$ cat src/rtl/prim_rom_reader_pkg.sv
// Shared types and constants for the ROM span reader and its skid FIFO.
package prim_rom_reader_pkg;

   typedef enum logic [1:0] {
      IDLE  = 2'd0,
      FETCH = 2'd1,
      DRAIN = 2'd2,
      DONE  = 2'd3
   } rom_rd_state_e;

   localparam int FifoDepth = 2;
   localparam int FifoPtrW  = 1;
   localparam int FifoOccW  = 2;

endpackage

$ cat src/rtl/prim_rom_reader_fifo.sv
// Two-entry synchronous FIFO holding {data, last} words returned by the ROM.
module prim_rom_reader_fifo
   import prim_rom_reader_pkg::*;
#(
   parameter int Width = 32
) (
   input  logic                clk_i,
   input  logic                rst_i,
   input  logic                push_i,
   input  logic [Width-1:0]    wdata_i,
   input  logic                wlast_i,
   input  logic                pop_i,
   output logic [Width-1:0]    rdata_o,
   output logic                rlast_o,
   output logic                full_o,
   output logic                empty_o,
   output logic [FifoOccW-1:0] occ_o
);

   typedef struct packed {
      logic [Width-1:0] data;
      logic             last;
   } rom_rd_entry_t;

   rom_rd_entry_t        mem_q [FifoDepth];
   logic [FifoPtrW-1:0]  wr_ptr_q, rd_ptr_q;
   logic [FifoOccW-1:0]  occ_q;

   always_ff @(posedge clk_i) begin
      if (rst_i) begin
         wr_ptr_q <= '0;
         rd_ptr_q <= '0;
         occ_q    <= '0;
      end else begin
         if (push_i) wr_ptr_q <= wr_ptr_q + FifoPtrW'(1);
         if (pop_i)  rd_ptr_q <= rd_ptr_q + FifoPtrW'(1);
         case ({push_i, pop_i})
            2'b10:   occ_q <= occ_q + FifoOccW'(1);
            2'b01:   occ_q <= occ_q - FifoOccW'(1);
            default: occ_q <= occ_q;
         endcase
      end
   end

   // Storage carries no reset; the read side is qualified by empty_o.
   always_ff @(posedge clk_i) begin
      if (push_i) mem_q[wr_ptr_q] <= '{data: wdata_i, last: wlast_i};
   end

   assign rdata_o = mem_q[rd_ptr_q].data;
   assign rlast_o = mem_q[rd_ptr_q].last;
   assign occ_o   = occ_q;
   assign empty_o = (occ_q == '0);
   assign full_o  = (occ_q == FifoOccW'(FifoDepth));

endmodule

$ cat src/rtl/prim_rom_reader.sv
// Streams a span of consecutive ROM words onto a valid/ready interface.
// Optional running checksum output enabled by PRIM_ROM_READER_CHECKSUM_EN.
module prim_rom_reader
   import prim_rom_reader_pkg::*;
#(
   parameter  int Width = 32,
   parameter  int Depth = 2048,
   localparam int Aw    = $clog2(Depth),
   localparam int CntW  = Aw + 1
) (
   input  logic             clk_i,
   input  logic             rst_i,
   input  logic             start_i,
   input  logic [Aw-1:0]    base_addr_i,
   input  logic [CntW-1:0]  count_i,
   output logic             busy_o,
   output logic             done_o,
   output logic             rom_req_o,
   output logic [Aw-1:0]    rom_addr_o,
   input  logic [Width-1:0] rom_rdata_i,
   output logic             data_valid_o,
   input  logic             data_ready_i,
   output logic [Width-1:0] data_o,
`ifdef PRIM_ROM_READER_CHECKSUM_EN
   output logic [Width-1:0] checksum_o,
`endif
   output logic             data_last_o
);

   rom_rd_state_e        state_q, state_d;
   logic [Aw-1:0]        addr_q, addr_d;
   logic [CntW-1:0]      remain_q, remain_d;
   logic                 inflight_q, inflight_last_q;

   logic                 fifo_push, fifo_pop, fifo_full, fifo_empty;
   logic [FifoOccW-1:0]  fifo_occ;
   logic [Width-1:0]     head_data;
   logic                 head_last;
   logic [FifoOccW:0]    outstanding;
   logic                 handshake, start_ok;

   function automatic logic [Aw-1:0] next_addr(input logic [Aw-1:0] a);
      return (a == Aw'(Depth - 1)) ? '0 : a + Aw'(1);
   endfunction

   // A request is allowed only while buffered plus in-flight words leave room.
   assign outstanding = (FifoOccW+1)'(fifo_occ) + (FifoOccW+1)'(inflight_q);
   assign rom_req_o   = (state_q == FETCH) && !fifo_full
                        && (outstanding < (FifoOccW+1)'(FifoDepth));
   assign rom_addr_o  = addr_q;
   assign start_ok    = (state_q == IDLE) && start_i;

   always_comb begin
      state_d  = state_q;
      addr_d   = addr_q;
      remain_d = remain_q;
      case (state_q)
         IDLE: begin
            if (start_i) begin
               if (count_i != '0) begin
                  addr_d   = base_addr_i;
                  remain_d = count_i;
                  state_d  = FETCH;
               end else begin
                  state_d  = DONE;
               end
            end
         end
         FETCH: begin
            if (rom_req_o) begin
               addr_d   = next_addr(addr_q);
               remain_d = remain_q - CntW'(1);
               if (remain_q == CntW'(1)) state_d = DRAIN;
            end
         end
         DRAIN: begin
            if (handshake && data_last_o) state_d = DONE;
         end
         DONE:    state_d = IDLE;
         default: state_d = IDLE;
      endcase
   end

   always_ff @(posedge clk_i) begin
      if (rst_i) begin
         state_q         <= IDLE;
         addr_q          <= '0;
         remain_q        <= '0;
         inflight_q      <= 1'b0;
         inflight_last_q <= 1'b0;
      end else begin
         state_q         <= state_d;
         addr_q          <= addr_d;
         remain_q        <= remain_d;
         inflight_q      <= rom_req_o;
         inflight_last_q <= rom_req_o && (remain_q == CntW'(1));
      end
   end

   // The word arriving from the ROM bypasses an empty FIFO; it is buffered
   // only when it cannot be handed over in its arrival cycle.
   assign fifo_push = inflight_q && !(fifo_empty && data_ready_i);
   assign fifo_pop  = !fifo_empty && data_ready_i;

   prim_rom_reader_fifo #(
      .Width (Width)
   ) u_fifo (
      .clk_i   (clk_i),
      .rst_i   (rst_i),
      .push_i  (fifo_push),
      .wdata_i (rom_rdata_i),
      .wlast_i (inflight_last_q),
      .pop_i   (fifo_pop),
      .rdata_o (head_data),
      .rlast_o (head_last),
      .full_o  (fifo_full),
      .empty_o (fifo_empty),
      .occ_o   (fifo_occ)
   );

   assign data_valid_o = !fifo_empty || inflight_q;
   assign data_o       = !fifo_empty ? head_data
                       : (inflight_q ? rom_rdata_i : '0);
   assign data_last_o  = !fifo_empty ? head_last : (inflight_q && inflight_last_q);
   assign handshake    = data_valid_o && data_ready_i;

   assign busy_o = (state_q != IDLE);
   assign done_o = (state_q == DONE);

`ifdef PRIM_ROM_READER_CHECKSUM_EN
   logic [Width-1:0] checksum_q;

   always_ff @(posedge clk_i) begin
      if (rst_i)          checksum_q <= '0;
      else if (start_ok)  checksum_q <= '0;
      else if (handshake) checksum_q <= checksum_q + data_o;
   end

   assign checksum_o = checksum_q;
`else
   logic unused_start_ok;
   assign unused_start_ok = start_ok;
`endif

endmodule

$ cat config.mk
export PLATFORM = sky130hd
export DESIGN_NAME = prim_rom_reader
export DESIGN_NICKNAME = d
export VERILOG_FILES = /design/src/rtl/prim_rom_reader_pkg.sv /design/src/rtl/prim_rom_reader_fifo.sv /design/src/rtl/prim_rom_reader.sv
export SDC_FILE = /design/constraint.sdc
export NUM_CORES = 1
export LEC_CHECK = 0
export CAP_MARGIN = 30
export CORE_ASPECT_RATIO = 0.7
export CORE_MARGIN = 4
export CORE_UTILIZATION = 25
export CTS_BUF_LIST = sky130_fd_sc_hd__clkbuf_2 sky130_fd_sc_hd__clkbuf_4 sky130_fd_sc_hd__clkbuf_8
export CTS_CLUSTER_SIZE = 24
export DETAILED_ROUTE_END_ITERATION = 12
export GPL_TIMING_DRIVEN = 0
export SLEW_MARGIN = 15
export SYNTH_ARGS = -nofsm -noshare
export SYNTH_HDL_FRONTEND = slang
export SYNTH_SLANG_ARGS = --single-unit
$ cat constraint.sdc
create_clock -name clk_i -period 3.4 [get_ports clk_i]
set_input_delay 0.51 -clock clk_i [delete_from_list [all_inputs] [get_ports clk_i]]
set_output_delay 0.51 -clock clk_i [all_outputs]
set_load 0.005 [all_outputs]
### Yosys cells after proc, flatten, opt, wreduce, memory -nomap -nowiden

Memories as Yosys holds them, arrays and structs flattened. A register that Yosys moved wholly into a read port is not among the register bits.
Cells that the tools add are included.

| storage, ports and cells | value |
|---|---|
| memories kept | 1 |
| output and inout bits | 48 |
| logic and storage cells | 74 |
| input bits | 59 |
| memory bits (writable) | 66 |
| register bits after elaboration | 31 |

| cells by class | value |
|---|---|
| $lt $le $gt $ge | 1 |
| add/subtract/negate cells | 7 |
| eq/ne operators | 13 |
| mux-type cells | 23 |
| reduce and logical (&&, ||, !) cells | 21 |

Memory list:

| name | words | width | read ports | clocked after Yosys merged registers in | wr ports | RTL line | text |
|---|---|---|---|---|---|---|---|
| u_fifo.mem_q | 2 | 33 | 1 | 1 | 1 | prim_rom_reader_fifo.sv:25 | `rom_rd_entry_t mem_q [FifoDepth];` |

Operators by type and width:

| kind | number |
|---|---|
| 2-to-1 mux 32 bit | 2 |
| 2-to-1 mux 11 bit | 4 |
| 2-to-1 mux 12 bit | 3 |
| one-hot mux 12 bit (2 select lines) | 1 |
| one-hot mux 11 bit (2 select lines) | 1 |
| equality test 12 x 1 -> 1 bit (second input constant) | 1 |
| nonzero test 12 bit | 1 |
| subtractor 12 x 1 -> 12 bit (second input constant) | 1 |
| adder 11 x 1 -> 11 bit (second input constant) | 1 |
| equality test 11 bit (second input constant) | 1 |
| 2-to-1 mux 2 bit | 5 |
| logical AND 1 bit | 9 |
| equality test 2 bit (second input constant) | 4 |
| one-hot mux 2 bit (4 select lines) | 1 |
| AND reduction 4 bit | 2 |
| != test 2 bit (second input constant) | 3 |
| nonzero test 2 bit | 3 |
| 2-to-1 mux 1 bit | 5 |
| equality test 2 x 1 -> 1 bit (second input constant) | 2 |
| logical NOT 2 bit | 2 |
| != test 2 x 1 -> 1 bit (second input constant) | 2 |
| one-hot mux 2 bit (2 select lines) | 1 |
| adder 2 x 1 -> 3 bit | 1 |
| logical NOT 1 bit | 3 |
| 5 further kinds | 6 |

### Longest topological paths before layout

| logic depth | value |
|---|---|
| word-level depth | 7 |
| mapped depth | 10 |
| mapped depth without buffers | 7 |

### Hierarchy

Synthesis repeated with hierarchy kept, for this count alone.

| unflattened totals | value |
|---|---|
| cell total of the unflattened synthesis | 476 |
| area, all modules | 4969.8 um^2 |

Modules (own cells, without submodules):

| module | times used | area each (um^2) | cells an instance | seq. area each (um^2) |
|---|---|---|---|---|
| prim_rom_reader_fifo | 1 | 2578.7 | 125 | 2082.0 |
| prim_rom_reader | 1 | 2391.0 | 351 | 540.5 |

### Least setup slack after synthesis

OpenSTA, ideal clock, no wires.

| timing | value |
|---|---|
| path kind | reg-to-reg |
| start | register u_fifo.occ_q[0], in the netlist u_fifo.occ_o[0] |
| end | memory u_fifo.mem_q[0][0] (netlist bit) (enable) |
| required time | 2.977 ns |
| arrival | 2.275 ns |
| library setup time | 0.423 ns |
| setup slack | 0.702 ns |
| buffers on the path | 1 |
| clock period less this slack | 2.698 ns |
| stages on the path, launching flop included | 6 |
| path through | dfxtp_1 > nor2_1 > buf_2 > nand2_1 > nand2_1 > nor2_1 |

| on the way | value |
|---|---|
| word-level cells in the longest chain between the ends | 6 |

Ends and longest elaborated chain:

| what | RTL line | text |
|---|---|---|
| from (decl) | prim_rom_reader_fifo.sv:27 | `logic [FifoOccW-1:0] occ_q;` |
| from (signal assigned) | prim_rom_reader_fifo.sv:38 | `2'b10: occ_q <= occ_q + FifoOccW'(1);` |
| from (signal assigned) | prim_rom_reader_fifo.sv:39 | `2'b01: occ_q <= occ_q - FifoOccW'(1);` |
| from (signal assigned) | prim_rom_reader_fifo.sv:40 | `default: occ_q <= occ_q;` |
| logical NOT 2 bit | prim_rom_reader_fifo.sv:53 | `assign empty_o = (occ_q == '0);` |
| logical AND 1 bit | prim_rom_reader.sv:102 | `assign fifo_push = inflight_q && !(fifo_empty && data_ready_i);` |
| logical NOT 1 bit | prim_rom_reader.sv:102 |  |
| logical AND 1 bit | prim_rom_reader.sv:102 |  |
| 2-to-1 mux 1 bit | prim_rom_reader_fifo.sv:47 | `if (push_i) mem_q[wr_ptr_q] <= '{data: wdata_i, last: wlast_i};` |
| 2-to-1 mux 1 bit (implied by the code) | prim_rom_reader_fifo.sv:47 |  |
| to (decl) | prim_rom_reader_fifo.sv:25 |  |

No other way between the ends.

### Final worst setup path

| timing | value |
|---|---|
| start | register u_fifo.occ_q[0], in the netlist u_fifo.occ_o[0] |
| end | output port data_o[20] |

| on the way | value |
|---|---|
| word-level cells in the longest chain between the ends | 2 |

Ends and longest elaborated chain:

| what | RTL line | text |
|---|---|---|
| logical NOT 2 bit | prim_rom_reader_fifo.sv:53 |  |
| 2-to-1 mux 32 bit | prim_rom_reader.sv:122 | `assign data_o = !fifo_empty ? head_data` |
| to (decl) | prim_rom_reader.sv:23 | `output logic [Width-1:0] data_o,` |

No other way between the ends.

==> results.md <==
* Slew @ Worst Pin at 793.6 ps
* Worst-skew pair later-pin latency at 380 ps
* Worst EP required at 2890 ps
* Crit. Startpoint: u_fifo.occ_o[0]
* Die height at 123.3 um
* DR iter-0 viols at 261
* Detailed placement HPWL at 10310 um
* Top-count cell post-synth: edfxtp_1
* Drt via density at 4.911
* Final ANT Viol Nets at 0
* Area contributors post-synth: edfxtp_1 (42%), dfxtp_1 (14%), mux2i_1 (7.6%), o21ai_0 (5.5%), nand3_1 (3.8%)
* GPL Wtd Cong at 0.8599
* Seq/Total Area, Yosys at 0.5527
* Clock share of power at 0.146
* CP peak stage delay at 540 ps
* Switching share of power at 0.4022
* Startpoint types: flop
* Area growth, synth to finish at 33.76%
* Die area at 21280 um2
* Final Cell Area at 6346 um2
* R2R Path Start: rom_addr_o[0]
* Overall global routing resource usage at 0.1277
* Area after DPL at 6171 um2
* Post-layout util at 0.3465
* Worst EP arrival at 2610 ps
* Pwr per Cell Area at 749.7 nW/um2
* Pint at 0.002844 W
* Post-synth ARST share at 0
* Period utilisation layout at 0.9187
* DRT Pass-1 Iters at 5
* Largest area contributor in the netlist: edfxtp_1
* Synth Warn # at 0
* Critical Path Sink: data_o[20]
* RSZ-0062 raised after global routing: false
* Synth top area share at 0.4177
* CP Class: flop to output port
* Number of synthesized register bits at 98
* Layout Nets at 615
* Clock tree buffer depth at 2
* WP buf/inv at 3
* Vias in the first global route at 3782
* Top post-synthesis cells by count: edfxtp_1 (66), o21ai_0 (52), mux2i_1 (36), nand3_1 (36), a21oi_1 (33)
* Clock transition at path regs at 100 ps
* Final hold violation count at 0
* Share of power burned in registers at 0.353
* Reg-to-reg slack, setup at 1030 ps
* Number of synthesized flops with an enable pin at 66
* Status: complete, no violations
* Critical path depth at 6
* Slew Viols, Final at 0
* Clk root buf: clkbuf_8
* Ys flop type: edfxtp_1
* Hold crit path type: flop to flop
* Netlist cell types at 54
* Worst r2r path cells at 6
* Num rows at 41
* H-Tree Depth at 3
* Die outline width at 172.7 um
* Worst VDD drop at 255.5 uV
* Buffers on Ports at 106
* Final setup violation count at 0
* Post-CTS Setup Bufs at 0
* Sequence of cells on the critical path: nor2_1, buf_2, buf_1, nand3_1, o21ai_0, clkdlybuf4s50_1
* CTS tree: yes
* Initial antenna violation count at 0
* Grt total ovfl at 0
* Initial Utilization at 0.2591
* Crit end category: output port
* Cell leakage power at 2.049 nW
* Comb pwr share at 0.501
* Fin cells at 788
* Maxcap violations at 0
* DRC viols at 0
* Share of post-route cells with drive strength above 1 at 0.08333
* CTS buffer count at 9
* Via count at 3870
* Crit path max fanout at 10
* Cells after Synth at 428
* Placed insts at 772
* Setup Skew at 12.03 ps
* Post-Syn Nets at 496
* Hold_ws at 480.2 ps
* Critical path's slowest cell: clkdlybuf4s50_1
* Sw power at 0.001913 W
* CORE AREA at 18310 um2
* Global-route wire length before repair at 21150 um
* Largest net degree at the start of global routing at 18
* Rel. slew slack at 0.4709
* Antenna cells at 0
* Reg2Reg Capture Point: rom_addr_o[0]
* IO Pins at 107
* Post-layout minimum cycle time at 3124 ps
* Per-cell routed wire length at 17.55 um
* Syn avg cell area at 11.09 um2
* Clock sinks at 98
* Min-delay src: inflight_last_q
* Fmax at 320.1 MHz
* DRT Wirelength at 13830 um
* Post-synthesis instance area at 4745 um2
* Crit-path leading delay family: buffers and inverters
## how the worst min path moves through the flow
| stage | end | slack, ps | depth (start not counted) |
|---|---|---|---|
| CTS | remain_q[6] | 490 | 2 |
| global route | u_fifo.mem_q[0][0] | 510 | 0 |
| floorplan | u_fifo.mem_q[0][0] | 430 | 0 |
| global placement | u_fifo.mem_q[0][0] | 450 | 0 |
| finish | u_fifo.mem_q[1][0] | 480 | 0 |
| detailed placement | u_fifo.mem_q[1][0] | 460 | 0 |
## layout by cell type (no fill, tap or decap), types with 11 or more instances in the layout
master / instances
nor3_1: 11
clkbuf_1: 16
nor2_1: 20
clkdlybuf4s50_1: 106
nand2_1: 27
a21oi_1: 33
nand3_1: 36
edfxtp_1: 66
o21ai_0: 52
mux2i_1: 36
dfxtp_1: 32
## flip-flops by register name, summed over array words and instances, names as in the netlist, named ones only
register,count
remain_q,12
u_fifo.mem_q,66
u_fifo.occ_o,2
inflight_last_q,1
rom_addr_o,11
u_fifo.wr_ptr_q,1
inflight_q,1
u_fifo.rd_ptr_q,1
state_q,2
## power by group through the flow
stage	clock network, W	logic (W)	registers, W
finish	0.000694	0.00238	0.00168
global route	0.000774	0.00261	0.00171
CTS	0.000727	0.00239	0.00168
detailed placement	0	0.00238	0.00170
global placement	0	0.00232	0.00169
floorplan	0	0.00135	0.00166
## logic make-up after synthesis
group                    share of synthesized area
buffers and inverters                      0.03929
multiplexers                               0.08070
adder cells (fa/ha/maj)                    0.02373
AND/OR/NAND/NOR                             0.1332
AO/OA/AOI/OAI                               0.1630
flip-flops                                  0.5527
XOR/XNOR                                  0.007385
## per-layer routing
layer  GRT usage  part of all wire  vias up
met1      0.1721              0.47     1911
met3     0.03484             0.057       12
met5           0                 0        -
met2      0.2054              0.46       97
met4     0.03388             0.015        0
li1            -                 -     1850
## repair_timing
action / CTS / global route
endpoints found under the setup margin: 0 / 1
hold buffers: 0 / 0
gates resized for setup: 0 / 1
## cell type report
cell class	count	area, um2
fillers	1795	11970
flip-flops and latches	98	2623
multi-input cells	291	1951
repair buffers	108	1116
well taps	236	295.3
plain buffers	29	150.1
clock buffers	10	131.4
clock inverters	6	42.54
inverters	10	37.54
## through the flow
step	setup slack, ps	setup TNS (ps)	power [W]
after floorplan	701.8	0	0.003008
after global placement	-569.4	-37500	0.004011
after detailed placement	557.8	0	0.004080
after CTS	126.0	0	0.004793
after global routing	22.69	0	0.005087
final	276.3	0	0.004758
(Power assumes the default switching activity.)
